`src/rtl/vga_sync_gen_if.sv`:
```
// Timing bundle from the VGA sync generator to the pixel-graphics layers.
// The generator drives every signal; graphics layers only observe.
interface vga_sync_gen_if #(
    parameter int COORD_W = 10
);
    logic               p_tick;
    logic [COORD_W-1:0] pix_x;
    logic [COORD_W-1:0] pix_y;
    logic               video_on;
    logic               hsync;
    logic               vsync;
    logic               frame_start;

    modport master (
        output p_tick, pix_x, pix_y, video_on, hsync, vsync, frame_start
    );

    modport slave (
        input p_tick, pix_x, pix_y, video_on, hsync, vsync, frame_start
    );
endinterface

```
`src/rtl/vga_sync_gen.sv`:
```
// VGA timing source: pixel-tick divider, position counters and registered
// sync/blanking/frame-start flags that all update on the same clock edge.
module vga_sync_gen #(
    parameter int DVSR     = 2,
    parameter int HD       = 640,
    parameter int HF       = 16,
    parameter int HR       = 96,
    parameter int HB       = 48,
    parameter int VD       = 480,
    parameter int VF       = 10,
    parameter int VR       = 2,
    parameter int VB       = 33,
    parameter bit SYNC_POL = 1'b0,
    parameter int COORD_W  = 10
) (
    input  logic           clk,
    input  logic           reset_n,
    vga_sync_gen_if.master o_vga
);
    localparam int H_TOT = HD + HF + HR + HB;
    localparam int V_TOT = VD + VF + VR + VB;
    localparam int TW    = (DVSR > 1) ? $clog2(DVSR) : 1;

    localparam logic [TW-1:0]      TICK_LAST = TW'(DVSR - 1);
    localparam logic [TW-1:0]      TICK_ONE  = TW'(1);
    localparam logic [COORD_W-1:0] ONE       = COORD_W'(1);
    localparam logic [COORD_W-1:0] X_LAST    = COORD_W'(H_TOT - 1);
    localparam logic [COORD_W-1:0] Y_LAST    = COORD_W'(V_TOT - 1);
    localparam logic [COORD_W-1:0] X_DISP    = COORD_W'(HD);
    localparam logic [COORD_W-1:0] Y_DISP    = COORD_W'(VD);
    localparam logic [COORD_W-1:0] HS_BEG    = COORD_W'(HD + HF);
    localparam logic [COORD_W-1:0] HS_END    = COORD_W'(HD + HF + HR - 1);
    localparam logic [COORD_W-1:0] VS_BEG    = COORD_W'(VD + VF);
    localparam logic [COORD_W-1:0] VS_END    = COORD_W'(VD + VF + VR - 1);

    logic [TW-1:0]      r_tick_cnt;
    logic [TW-1:0]      w_tick_nxt;
    logic               r_p_tick;
    logic [COORD_W-1:0] r_pix_x;
    logic [COORD_W-1:0] r_pix_y;
    logic [COORD_W-1:0] w_x_nxt;
    logic [COORD_W-1:0] w_y_nxt;
    logic               w_x_wrap;
    logic               w_y_wrap;
    logic               w_hs_act;
    logic               w_vs_act;
    logic               w_vid_nxt;
    logic               r_hsync;
    logic               r_vsync;
    logic               r_video_on;
    logic               r_frame_start;

    always_comb begin
        w_tick_nxt = (r_tick_cnt == TICK_LAST) ? '0 : r_tick_cnt + TICK_ONE;
        w_x_wrap   = (r_pix_x == X_LAST);
        w_y_wrap   = (r_pix_y == Y_LAST);
        w_x_nxt    = r_pix_x;
        w_y_nxt    = r_pix_y;
        if (r_p_tick) begin
            if (w_x_wrap) begin
                w_x_nxt = '0;
                w_y_nxt = w_y_wrap ? '0 : r_pix_y + ONE;
            end else begin
                w_x_nxt = r_pix_x + ONE;
            end
        end
        // Flags are decoded from the next position so they land with it.
        w_hs_act  = (w_x_nxt >= HS_BEG) && (w_x_nxt <= HS_END);
        w_vs_act  = (w_y_nxt >= VS_BEG) && (w_y_nxt <= VS_END);
        w_vid_nxt = (w_x_nxt < X_DISP) && (w_y_nxt < Y_DISP);
    end

    always_ff @(posedge clk or negedge reset_n) begin
        if (!reset_n) begin
            r_tick_cnt    <= '0;
            r_p_tick      <= 1'b0;
            r_pix_x       <= '0;
            r_pix_y       <= '0;
            r_hsync       <= ~SYNC_POL;
            r_vsync       <= ~SYNC_POL;
            r_video_on    <= 1'b1;
            r_frame_start <= 1'b0;
        end else begin
            r_tick_cnt    <= w_tick_nxt;
            r_p_tick      <= (w_tick_nxt == TICK_LAST);
            r_pix_x       <= w_x_nxt;
            r_pix_y       <= w_y_nxt;
            r_hsync       <= w_hs_act ? SYNC_POL : ~SYNC_POL;
            r_vsync       <= w_vs_act ? SYNC_POL : ~SYNC_POL;
            r_video_on    <= w_vid_nxt;
            r_frame_start <= r_p_tick && w_x_wrap && w_y_wrap;
        end
    end

    assign o_vga.p_tick      = r_p_tick;
    assign o_vga.pix_x       = r_pix_x;
    assign o_vga.pix_y       = r_pix_y;
    assign o_vga.video_on    = r_video_on;
    assign o_vga.hsync       = r_hsync;
    assign o_vga.vsync       = r_vsync;
    assign o_vga.frame_start = r_frame_start;
endmodule

```
`src/flat_wrapper.sv`:
```
// flat-port wrapper written by rule: the top's interface ports become plain ports
module vga_sync_gen_flat 
#(
    parameter int DVSR     = 2,
    parameter int HD       = 640,
    parameter int HF       = 16,
    parameter int HR       = 96,
    parameter int HB       = 48,
    parameter int VD       = 480,
    parameter int VF       = 10,
    parameter int VR       = 2,
    parameter int VB       = 33,
    parameter bit SYNC_POL = 1'b0,
    parameter int COORD_W  = 10
)
  (clk, reset_n, o_vga_p_tick, o_vga_pix_x, o_vga_pix_y, o_vga_video_on, o_vga_hsync, o_vga_vsync, o_vga_frame_start);
  vga_sync_gen_if #(.COORD_W(COORD_W)) o_vga_i ();
  input  logic clk;
  input  logic reset_n;
  output wire logic [$bits(o_vga_i.p_tick)-1:0] o_vga_p_tick;
  output wire logic [$bits(o_vga_i.pix_x)-1:0] o_vga_pix_x;
  output wire logic [$bits(o_vga_i.pix_y)-1:0] o_vga_pix_y;
  output wire logic [$bits(o_vga_i.video_on)-1:0] o_vga_video_on;
  output wire logic [$bits(o_vga_i.hsync)-1:0] o_vga_hsync;
  output wire logic [$bits(o_vga_i.vsync)-1:0] o_vga_vsync;
  output wire logic [$bits(o_vga_i.frame_start)-1:0] o_vga_frame_start;
  assign o_vga_p_tick = o_vga_i.p_tick;
  assign o_vga_pix_x = o_vga_i.pix_x;
  assign o_vga_pix_y = o_vga_i.pix_y;
  assign o_vga_video_on = o_vga_i.video_on;
  assign o_vga_hsync = o_vga_i.hsync;
  assign o_vga_vsync = o_vga_i.vsync;
  assign o_vga_frame_start = o_vga_i.frame_start;
  vga_sync_gen #(.DVSR(DVSR), .HD(HD), .HF(HF), .HR(HR), .HB(HB), .VD(VD), .VF(VF), .VR(VR), .VB(VB), .SYNC_POL(SYNC_POL), .COORD_W(COORD_W)) u_core (.clk(clk), .reset_n(reset_n), .o_vga(o_vga_i));
endmodule
```
`config.mk`:
```
export PLATFORM = sky130hd
export DESIGN_NAME = vga_sync_gen_flat
export DESIGN_NICKNAME = d
export VERILOG_FILES = /design/src/rtl/vga_sync_gen_if.sv /design/src/rtl/vga_sync_gen.sv /design/src/flat_wrapper.sv
export SDC_FILE = /design/constraint.sdc
export NUM_CORES = 1
export LEC_CHECK = 0
export CAP_MARGIN = 20
export CORE_UTILIZATION = 34
export CTS_CLUSTER_SIZE = 8
export DETAILED_ROUTE_END_ITERATION = 10
export PLACE_DENSITY_LB_ADDON = 0.25
export SLEW_MARGIN = 20
export SYNTH_ARGS = -nofsm -noshare
export SYNTH_HDL_FRONTEND = slang
export SYNTH_SLANG_ARGS = --single-unit
```
`constraint.sdc`:
```
create_clock -name clk -period 5.1 [get_ports clk]
set_input_delay 1.02 -clock clk [delete_from_list [all_inputs] [get_ports clk]]
set_output_delay 1.02 -clock clk [all_outputs]
set_load 0.02 [all_outputs]
```
==> results of run 1 <==
## power by group
group	switching, mW	internal [mW]	leakage (nW)
Combinational	0.00392	0.00172	0.355
Sequential	0	0.198	0.325
Clock	0.0609	0.0558	0.0228
Total	0.0648	0.256	0.702
## synth_stat cells, drive strengths merged
cell,count
ha,3
mux2i,3
nand3,10
nor4b,1
and2,2
nand2,9
nand3b,1
o21ai,5
nor4,2
a41oi,2
and3,2
and4,3
or4b,1
buf,3
nor2,11
o221a,1
xor2,3
a21oi,1
nor3b,1
nor4bb,1
dfstp,3
mux2,1
xnor2,7
inv,8
a211oi,2
a21boi,1
o22a,1
nand4,10
a21o,1
clkbuf,5
nor3,4
dfrtp,22
or3,4
a2bb2oi,2
a221oi,1
o31ai,1
or4,2
## per-stage QoR
stage	area (sq um)	setup slack, ns	utilization [%]	power [mW]	hold slack (ns)
after floorplan	1364	2.684	-	0.2021	0.6324
after global placement	1644	2.359	43.92	0.2067	0.5371
after detailed placement	1659	2.237	44.32	0.2081	0.5584
after CTS	1704	2.211	45.52	0.3236	0.5705
after global routing	1709	2.396	45.66	0.3345	0.6165
final	1709	2.605	45.66	0.3204	0.5709
## final timing paths
| check | start | to | slack [ns] |
|---|---|---|---|
| max | u_core.o_vga.pix_y[2]$_DFF_PN0_ | o_vga_pix_y[2] | 2.61 |
| min reg2reg | u_core.o_vga.pix_x[9]$_DFF_PN0_ | u_core.o_vga.pix_x[9]$_DFF_PN0_ | 0.57 |
| max reg2reg | u_core.o_vga.pix_x[7]$_DFF_PN0_ | u_core.o_vga.vsync$_DFF_PN1_ | 2.61 |
| min | u_core.o_vga.pix_x[9]$_DFF_PN0_ | u_core.o_vga.pix_x[9]$_DFF_PN0_ | 0.57 |
| max in group asynchronous | reset_n | u_core.o_vga.hsync$_DFF_PN1_ | 3.40 |
| min in group asynchronous | reset_n | u_core.o_vga.pix_y[4]$_DFF_PN0_ | 1.12 |
## routing by layer
metal | vias to the layer above | global-route usage [%] | part of all wire [%]
li1 | 558 | - | -
met2 | 32 | 20.62 | 42
met1 | 516 | 22.45 | 53
met5 | - | 0 | 0
met3 | 2 | 2.951 | 4.0
met4 | 0 | 4.076 | 0.66
## placed cells by master, fill, tap and decap left out, types with 5 or more instances in the layout
| cell | count |
|---|---|
| sky130_fd_sc_hd__dfrtp_1 | 22 |
| sky130_fd_sc_hd__clkdlybuf4s50_1 | 26 |
| sky130_fd_sc_hd__o21ai_0 | 5 |
| sky130_fd_sc_hd__nand4_1 | 10 |
| sky130_fd_sc_hd__inv_1 | 8 |
| sky130_fd_sc_hd__nand3_1 | 10 |
| sky130_fd_sc_hd__nor2_1 | 11 |
| sky130_fd_sc_hd__nand2_1 | 9 |
| sky130_fd_sc_hd__xnor2_1 | 7 |
## flip-flops by register name, indices dropped and copies added (netlist names)
| register | count |
|---|---|
| u_core.o_vga.pix_y | 10 |
| u_core.o_vga.video_on | 1 |
| u_core.o_vga.vsync | 1 |
| u_core.o_vga.pix_x | 10 |
| u_core.o_vga.frame_start | 1 |
| u_core.o_vga.hsync | 1 |
| u_core.r_tick_cnt | 1 |
## kinds of logic (layout without fill, tap and decap cells)
family / count (synthesis) / after routing / synth area share [%]
compound gates: 18 / 18 / 10.09
xor+xnor: 10 / 10 / 6.422
fa+ha+maj: 3 / 3 / 2.753
buf+inv: 16 / 39 / 5.138
flops: 25 / 25 / 46.15
mux: 4 / 4 / 3.028
simple gates: 64 / 64 / 26.42
## cell type report
cell class	count	area (sq um)
multi-input combinational	99	669.4
timing repair buffer	27	275.3
clock buffer	4	45.04
fill	379	2034
tap	48	60.06
sequential	25	629.4
inverter	8	30.03
==> results by group, run 1 <==
Place
  • Placed Cells incl. Taps: a little over 200
  • Buffers added on ports: 26
  • Final estimated routing congestion in global placement: about 0.83
  • Hpwl dp: roughly 2100 um

Critical path
  • Crit Path Max Fanout: 12
  • Cell family with the largest share of critical-path delay: buffers and inverters
  • FF-to-FF path depth: 5
  • Longest individual stage delay on the worst path: about 0.67 ns
  • Data arrival at the endpoint of the critical path: approximately 1.5 ns
  • Instance count on the critical path: 1
  • CP Cell Sequence: clkdlybuf4s50_1
  • Capturing element type of the critical path: output pin
  • Worst path required time: between 4 and 5 ns
  • Crit path buffers/inverters: 1
  • Setup crit start kind: flop
  • Worst path slowest cell: sky130_fd_sc_hd__clkdlybuf4s50_1
  • Start-to-end type of the worst setup path: reg -> out

Clock tree
  • Clock tree from TritonCTS: built
  • Worst-path clk slew: about 0.080 ns
  • CTS buffer count: 3
  • CTS Hold Buffers Added: 0
  • Clock Sinks: 25
  • # Post-CTS Setup Buffers: 0
  • Resized Gates After CTS: 0
  • CTS H-Tree Depth: 1
  • Max Root-Sink Buffers: 2
  • Cell chosen for the clock root: sky130_fd_sc_hd__clkbuf_8
  • Skew-Pair Late Insertion Delay: approximately 0.26 ns

Timing
  • Upper clock frequency limit: 400.8 MHz
  • Final Hold Vio Count: 0
  • Final worst path period need: 2.495 ns
  • Worst-case clock skew: approximately 0.0046 ns
  • Pins over their slew limit: 0
  • # setup viols final: 0
  • Setup TNS: 0 ns
  • Share of the clock period used by the worst path after layout: ~50%
  • Max transition margin: between 50% and 60%
  • Unrepaired setup endpoints after global routing: false
  • Measured slew at the worst slew-check pin: between 0.6 and 0.7 ns

Finish
  • Antenna diode count: 0
  • Layout Nets: approximately 170
  • Post-route insts no fill: about 210
  • Area growth, synth to finish: 25.32%
  • Layout cells sized above 1: 7.362%

Floorplan
  • Die outline height: ~65 um
  • Starting density of the core: between 30 and 40%
  • Site Rows: 22
  • Width of the chip: around 65 um
  • Top-Level Pins: 27
  • Floorplan Core Area: about 3700 sq um
  • Floorplan die area: 4269 sq um

Flow run
  • Number of maximum-capacitance violations: 0

Synth
  • Post-Syn Instances: 140
  • Syn Area/Cell: slightly below 10 sq um
  • Yosys warning total: 0
  • Synthesized flop and latch total: 25
  • Dominant cell type by area after synthesis: sky130_fd_sc_hd__dfrtp_1
  • Synth area leaders: sky130_fd_sc_hd__dfrtp_1 (40%), sky130_fd_sc_hd__dfstp_2 (5.8%), sky130_fd_sc_hd__nand4_1 (4.6%)
  • Top cell type's share of synthesized area: between 40% and 50%
  • Part of the Yosys area used for sequential elements: between 40% and 50%
  • Mapped Nets: ~150
  • Post-synthesis cell type count: 39
  • Cell Area, Synth: approximately 1400 sq um

Global routing
  • Global-route wire length before repair: approximately 4800 um
  • Initial antenna violation count: 0
  • Overall overflow remaining after global route: 0
  • Gr usage total: 14.68%
  • Maximum number of pins on one net before global-route repair: 15
  • Number of global-route vias before repair: 976

Power and ir drop
  • PD cells: roughly 190 nW/um^2
  • P_leak: between 0.7 and 0.8 nW
  • Worst voltage drop across the vdd grid: between 0.1 and 0.15 mV

Route
  • Iteration-0 DRC Markers: 45
  • Router iterations before antenna repair: 4
  • Number of antenna-violating nets in the routed design: 0
  • Mean number of vias per cell: between 5 and 6
  • Routed WL: between 2000 and 3000 um
  • Drc violations: 0
  • Via count of the routed design: roughly 1100
  • Average wire per standard cell: between 10 and 15 um

Status
  • Run status: finished clean

Min path
  • Number of cells on the worst hold path: 1
  • Hold WC Path Type: reg -> reg
Note: power is estimated with default switching activity, not from simulation.
==> run 2: changes to the inputs <==
- clock period: 5.1 -> 2 ns (I/O delays scaled with it)
==> run 2 against run 1 <==
The run now ends with negative setup slack left. Die area unchanged. Clock power rose to 2.7 times the previous value. Sequential cell count unchanged. Critical path depth up 4. Count of clock-buffer cells in the layout unchanged. Non-clock buffer count up 30. Global-route usage up 3.6 points. Clock skew down 0.0033 ns. Register-to-register slack worse by 2.8 ns. Critical endpoint is now u_core.o_vga.vsync$_DFF_PN1_.
==> results by group, run 2 (same netlist as run 1, synthesis figures left out) <==
Status
  • Run status: complete, but fails checks
  • Violated checks: negative setup slack

Clock tree
  • Cell chosen for the clock root: sky130_fd_sc_hd__clkbuf_8
  • Max Root-Sink Buffers: 2
  • Worst-path clk slew: 0.09 ns
  • CTS H-Tree Depth: 1
  • Skew-Pair Late Insertion Delay: roughly 0.27 ns
  • Clock tree from TritonCTS: built
  • Clock Sinks: 25
  • CTS buffer count: 3

Timing
  • Final Hold Vio Count: 0
  • # setup viols final: 5
  • Max transition margin: 71.82%
  • Final worst path period need: around 2.2 ns
  • Upper clock frequency limit: approximately 460 MHz
  • Unrepaired setup endpoints after global routing: true
  • Worst-case clock skew: ~0.0012 ns
  • Tightest hold margin: about 0.48 ns
  • Share of the clock period used by the worst path after layout: 109.3%
  • Measured slew at the worst slew-check pin: between 0.4 and 0.5 ns
  • Worst setup margin: -0.1868 ns
  • Pins over their slew limit: 0

Floorplan
  • Width of the chip: 65.34 um
  • Top-Level Pins: 27
  • Site Rows: 22
  • Die outline height: 65.34 um
  • Floorplan die area: roughly 4300 sq um
  • Starting density of the core: 36.43%
  • Floorplan Core Area: ~3700 sq um

Critical path
  • Longest individual stage delay on the worst path: 0.57 ns
  • FF-to-FF path depth: 5
  • CP Cell Sequence: or4b_4 > or3_4 > or4_4 > a41oi_2 > nand4_1
  • Crit Path Max Fanout: 4
  • Capturing element type of the critical path: flop
  • Slack of the worst reg-to-reg path: -0.19 ns
  • Setup crit start kind: flop
  • Instance count on the critical path: 5
  • Worst path slowest cell: sky130_fd_sc_hd__or4b_4
  • Cell family with the largest share of critical-path delay: simple AND/OR/NAND/NOR gates
  • Start-to-end type of the worst setup path: reg -> reg
  • Worst path required time: between 2 and 2.5 ns
  • Crit path buffers/inverters: 0
  • Reg2Reg Launch Point: u_core.o_vga.pix_x[7]$_DFF_PN0_
  • Data arrival at the endpoint of the critical path: 2.38 ns
  • End of the worst register-to-register path: u_core.o_vga.vsync$_DFF_PN1_

Global routing
  • Maximum number of pins on one net before global-route repair: 26
  • Overall overflow remaining after global route: 0
  • Global-route wire length before repair: about 6000 um
  • Initial antenna violation count: 0
  • Number of global-route vias before repair: roughly 1300
  • Gr usage total: between 10% and 20%

Power and ir drop
  • PD cells: 408.7 nW/um^2
  • P_leak: approximately 0.87 nW
  • Worst voltage drop across the vdd grid: between 0.2 and 0.25 mV
  • Final Total Pwr: between 0.8 and 0.9 mW

Place
  • Hpwl dp: between 2000 and 2500 um
  • Buffers added on ports: 26
  • Post-detailed-placement cell area: between 1500 and 2000 sq um
  • Final estimated routing congestion in global placement: 0.8324
  • Worst slack at placement: -0.2420 ns

Finish
  • Layout Nets: between 150 and 200
  • Most common cell after layout, fill and taps aside: sky130_fd_sc_hd__buf_4
  • Area growth, synth to finish: 49.08%
  • Layout cells sized above 1: roughly 30%
  • Total non-filler cell area in the finished layout: 2033 sq um
  • Fin util: about 54%
  • Fillers: 364
  • Commonest non-fill, non-tap cells in the layout: sky130_fd_sc_hd__buf_4 (29), sky130_fd_sc_hd__clkdlybuf4s50_1 (26), sky130_fd_sc_hd__dfrtp_1 (20)
  • Antenna diode count: 0

Route
  • Drc violations: 0
  • Wire length on met3: 146 um
  • Average wire per standard cell: roughly 15 um
  • Via count of the routed design: 1263
  • Met1 wire length: between 1500 and 2000 um
  • Iteration-0 DRC Markers: 44
  • Top sig layer: met4
  • Router iterations before antenna repair: 5
  • Mean number of vias per cell: around 5.2
  • Detailed-routed wire length on met2: approximately 1700 um
  • Number of antenna-violating nets in the routed design: 0
  • Routed WL: 3530 um

Flow run
  • Number of maximum-capacitance violations: 0

Min path
  • Hold WC Path Type: in -> async
[run 2: changes by cell type in the layout (fill, tap and decap cells not counted), sizes merged]
cell  change
buf      +30
[run 2: power by group]
part | switching, mW | internal (mW) | total (mW)
clock | 0.170 | 0.143 | 0.313
sequential | 0 | 0.505 | 0.505
combinational | 0.00986 | 0.00299 | 0.0129
total | 0.180 | 0.651 | 0.831
[run 2: cell type report]
type	instances	area [sq um]	area share, %
Clock buffer	4	45.04	2.215
Multi-Input combinational cell	99	765.7	37.66
Inverter	8	30.03	1.477
Tap cell	48	60.06	2.954
Timing Repair Buffer	57	500.5	24.62
Sequential cell	25	631.9	31.08
[run 2: worst max path at each step]
| stage | start | to | slack [ns] |
|---|---|---|---|
| finish | u_core.o_vga.pix_x[7]$_DFF_PN0_ | u_core.o_vga.vsync$_DFF_PN1_ | -0.19 |
| global route | u_core.o_vga.pix_x[7]$_DFF_PN0_ | u_core.o_vga.video_on$_DFF_PN1_ | -0.26 |
| CTS | u_core.o_vga.pix_x[7]$_DFF_PN0_ | u_core.o_vga.vsync$_DFF_PN1_ | -0.18 |
| detailed placement | u_core.o_vga.pix_x[7]$_DFF_PN0_ | u_core.o_vga.vsync$_DFF_PN1_ | -0.24 |
| global placement | u_core.o_vga.pix_x[7]$_DFF_PN0_ | u_core.o_vga.vsync$_DFF_PN1_ | -0.20 |
| floorplan | u_core.o_vga.pix_x[7]$_DFF_PN0_ | u_core.o_vga.vsync$_DFF_PN1_ | -0.30 |
[run 2: what timing repair did]
item / in CTS / in global routing
pin swaps: 2 / 6
setup endpoints to repair: 10 / 9
hold buffers: 0 / 0
gates cloned: 0 / 0
resized for setup: 8 / 11
setup buffers: 1 / 3
[run 2: metrics by stage]
| stage | instances | setup TNS, ns |
|---|---|---|
| floorplan | 140 | -0.9395 |
| global placement | 234 | -1.017 |
| detailed placement | 234 | -1.242 |
| CTS | 239 | -0.4905 |
| global route | 241 | -1.065 |
| finish | 241 | -0.5991 |
[run 2: metal layers]
metal,vias to the layer above,track usage [%]
met4,0,7.337
met3,5,2.257
met5,-,0
li1,617,-
met2,38,29.38
met1,603,24.86
==> run 3: changes to the inputs <==
- CAP_MARGIN: 20 -> unset
==> results of run 3 <==
Final layout, timing and power as in run 2 (identical DEF).
==> edit, RTL diff (flow settings as in run 3) <==
`SYNC_POL` is set to 1'b0 in 2 places; all go to 1'b1.
--- a/src/rtl/vga_sync_gen.sv
+++ b/src/rtl/vga_sync_gen.sv
@@ -10,7 +10,7 @@
     parameter int VF       = 10,
     parameter int VR       = 2,
     parameter int VB       = 33,
-    parameter bit SYNC_POL = 1'b0,
+    parameter bit SYNC_POL = 1'b1,
     parameter int COORD_W  = 10
 ) (
     input  logic           clk,
--- a/src/flat_wrapper.sv
+++ b/src/flat_wrapper.sv
@@ -10,7 +10,7 @@
     parameter int VF       = 10,
     parameter int VR       = 2,
     parameter int VB       = 33,
-    parameter bit SYNC_POL = 1'b0,
+    parameter bit SYNC_POL = 1'b1,
     parameter int COORD_W  = 10
 )
   (clk, reset_n, o_vga_p_tick, o_vga_pix_x, o_vga_pix_y, o_vga_video_on, o_vga_hsync, o_vga_vsync, o_vga_frame_start);
Function: changed (Yosys sat finds a counterexample within 4 cycles, from zero or initial values and one cycle with reset_n low).
==> edit against run 3 <==
Area after synthesis grew 6.7%; via count grew 5.6%; synthesized cell count grew 9.3%; largest cell class unchanged; total power grew 2.6%; sequential cell count is the same; worst setup slack gained 210 ps; routed wire length grew 3.2%; non-clock buffer count shrank 10; final area shrank 2.3%.
==> edit: results (changes against run 3) <==
{| class="wikitable"
! Metric !! Value
|-
| Total half-perimeter wirelength after legalization and detailed placement || 2703 um (+11%)
|-
| Wire length the detailed router placed on met1 || 1745 um (+5.2%)
|-
| Minimum hold slack || 471.3 ps (-10.32 ps)
|-
| Post-CTS repair timing setup buffer count || 0 (-1)
|-
| Number of cells in the design after placement || 240 (+2.6%)
|-
| Maximum ir drop on the vdd rail || 0.2696 mV (+9.5%)
|-
| Clock tree skew after final layout || 3.293 ps (+2.053 ps)
|-
| Number of nets in the layout || 201 (+1.0%)
|-
| Detailed-routed wire length on met2 || 1713 um (+2.6%)
|-
| Placed inst area || 1909 um2 (+2.4%)
|-
| Wire length of the first global-routing pass || 6058 um (+0.92%)
|-
| Critical path peak fanout || 6 (+2)
|-
| Wire length reported by the detailed router || 3642 um (+3.2%)
|-
| Power dissipated in the clock network || 0.334 mW (+6.7%)
|-
| Final estimated routing congestion in global placement || 0.8088 (-2.8%)
|-
| Setup slack on the worst flop-to-flop path || 20 ps (+210 ps)
|-
| Number of vias after detailed routing || 1334 (+5.6%)
|-
| Top cell types by occurrence after synthesis || dfrtp_1 (24), nand2_1 (17), o21ai_0 (13)
|-
| Syn Nets || 158 (+9.0%)
|-
| Starting DRT DRC Count || 65 (+48%)
|-
| Worst setup endpoint || u_core.o_vga.vsync
|-
| Crit Reg-Reg Startpoint || u_core.o_vga.pix_y[1]
|-
| Outcome || completed
|-
| Length of the first detailed-routing pass in iterations || 4 (-1)
|-
| Slowest cell delay on critical path || 530 ps (-40 ps)
|-
| Vias in the first global route || 1248 (-3.2%)
|-
| Critical-path top delay cell || or4_4
|-
| Multi-input gate area in the final layout || 794.5 um2 (+3.8%)
|-
| Resized cells post-CTS || 0 (-8)
|-
| Crit path DAT || 2150 ps (-230 ps)
|-
| Main area contributors after synthesis || dfrtp_1 (41%), o21ai_0 (4.5%), nand2_1 (4.4%)
|-
| Global-route usage over all layers || 0.1782 (-0.004805)
|-
| Fraction of layout cells with a size suffix above 1 || 0.2462 (-0.04918)
|-
| Portion of total power attributed to sequential cells || 0.593 (-0.015)
|-
| Fraction of power spent switching nets || 0.2319 (+0.01578)
|-
| Static Leak || 0.8333 nW (-4.0%)
|-
| Sequential element share of the synthesized area || 0.4308 (-0.03069)
|-
| Depth of the most critical reg-to-reg path || 7 (+2)
|-
| Filler instances || 380 (+4.4%)
|}
==> edit: metrics by stage <==
step	power, mW	setup slack [ps]
2_1_floorplan	0.5151	10.46
3_3_place_gp	0.5287	96.08
3_5_place_dp	0.5291	61.39
4_1_cts	0.8547	47.25
5_1_grt	0.8785	-14.82
6_report	0.8522	18.91
==> edit: cell families after synthesis <==
group / count (synthesis) / share of synthesized area
DFF: 25 / 0.4308
muxes: 2 / 0.01548
and+or+nand+nor: 67 / 0.2941
xor gates and xnor gates: 8 / 0.04815
buffers and inverters: 16 / 0.04385
adders and majority gates: 3 / 0.02580
AOI/OAI and AO/OA: 32 / 0.1419
==> edit: area by class of cell <==
type | count | area share
Tap cell | 50 | 0.03151
Inverter | 7 | 0.01323
Timing Repair Buffer | 47 | 0.2105
Multi-Input combinational cell | 112 | 0.4001
Clock inverter | 1 | 0.004411
Clock buffer | 3 | 0.02079
Sequential cell | 25 | 0.3195
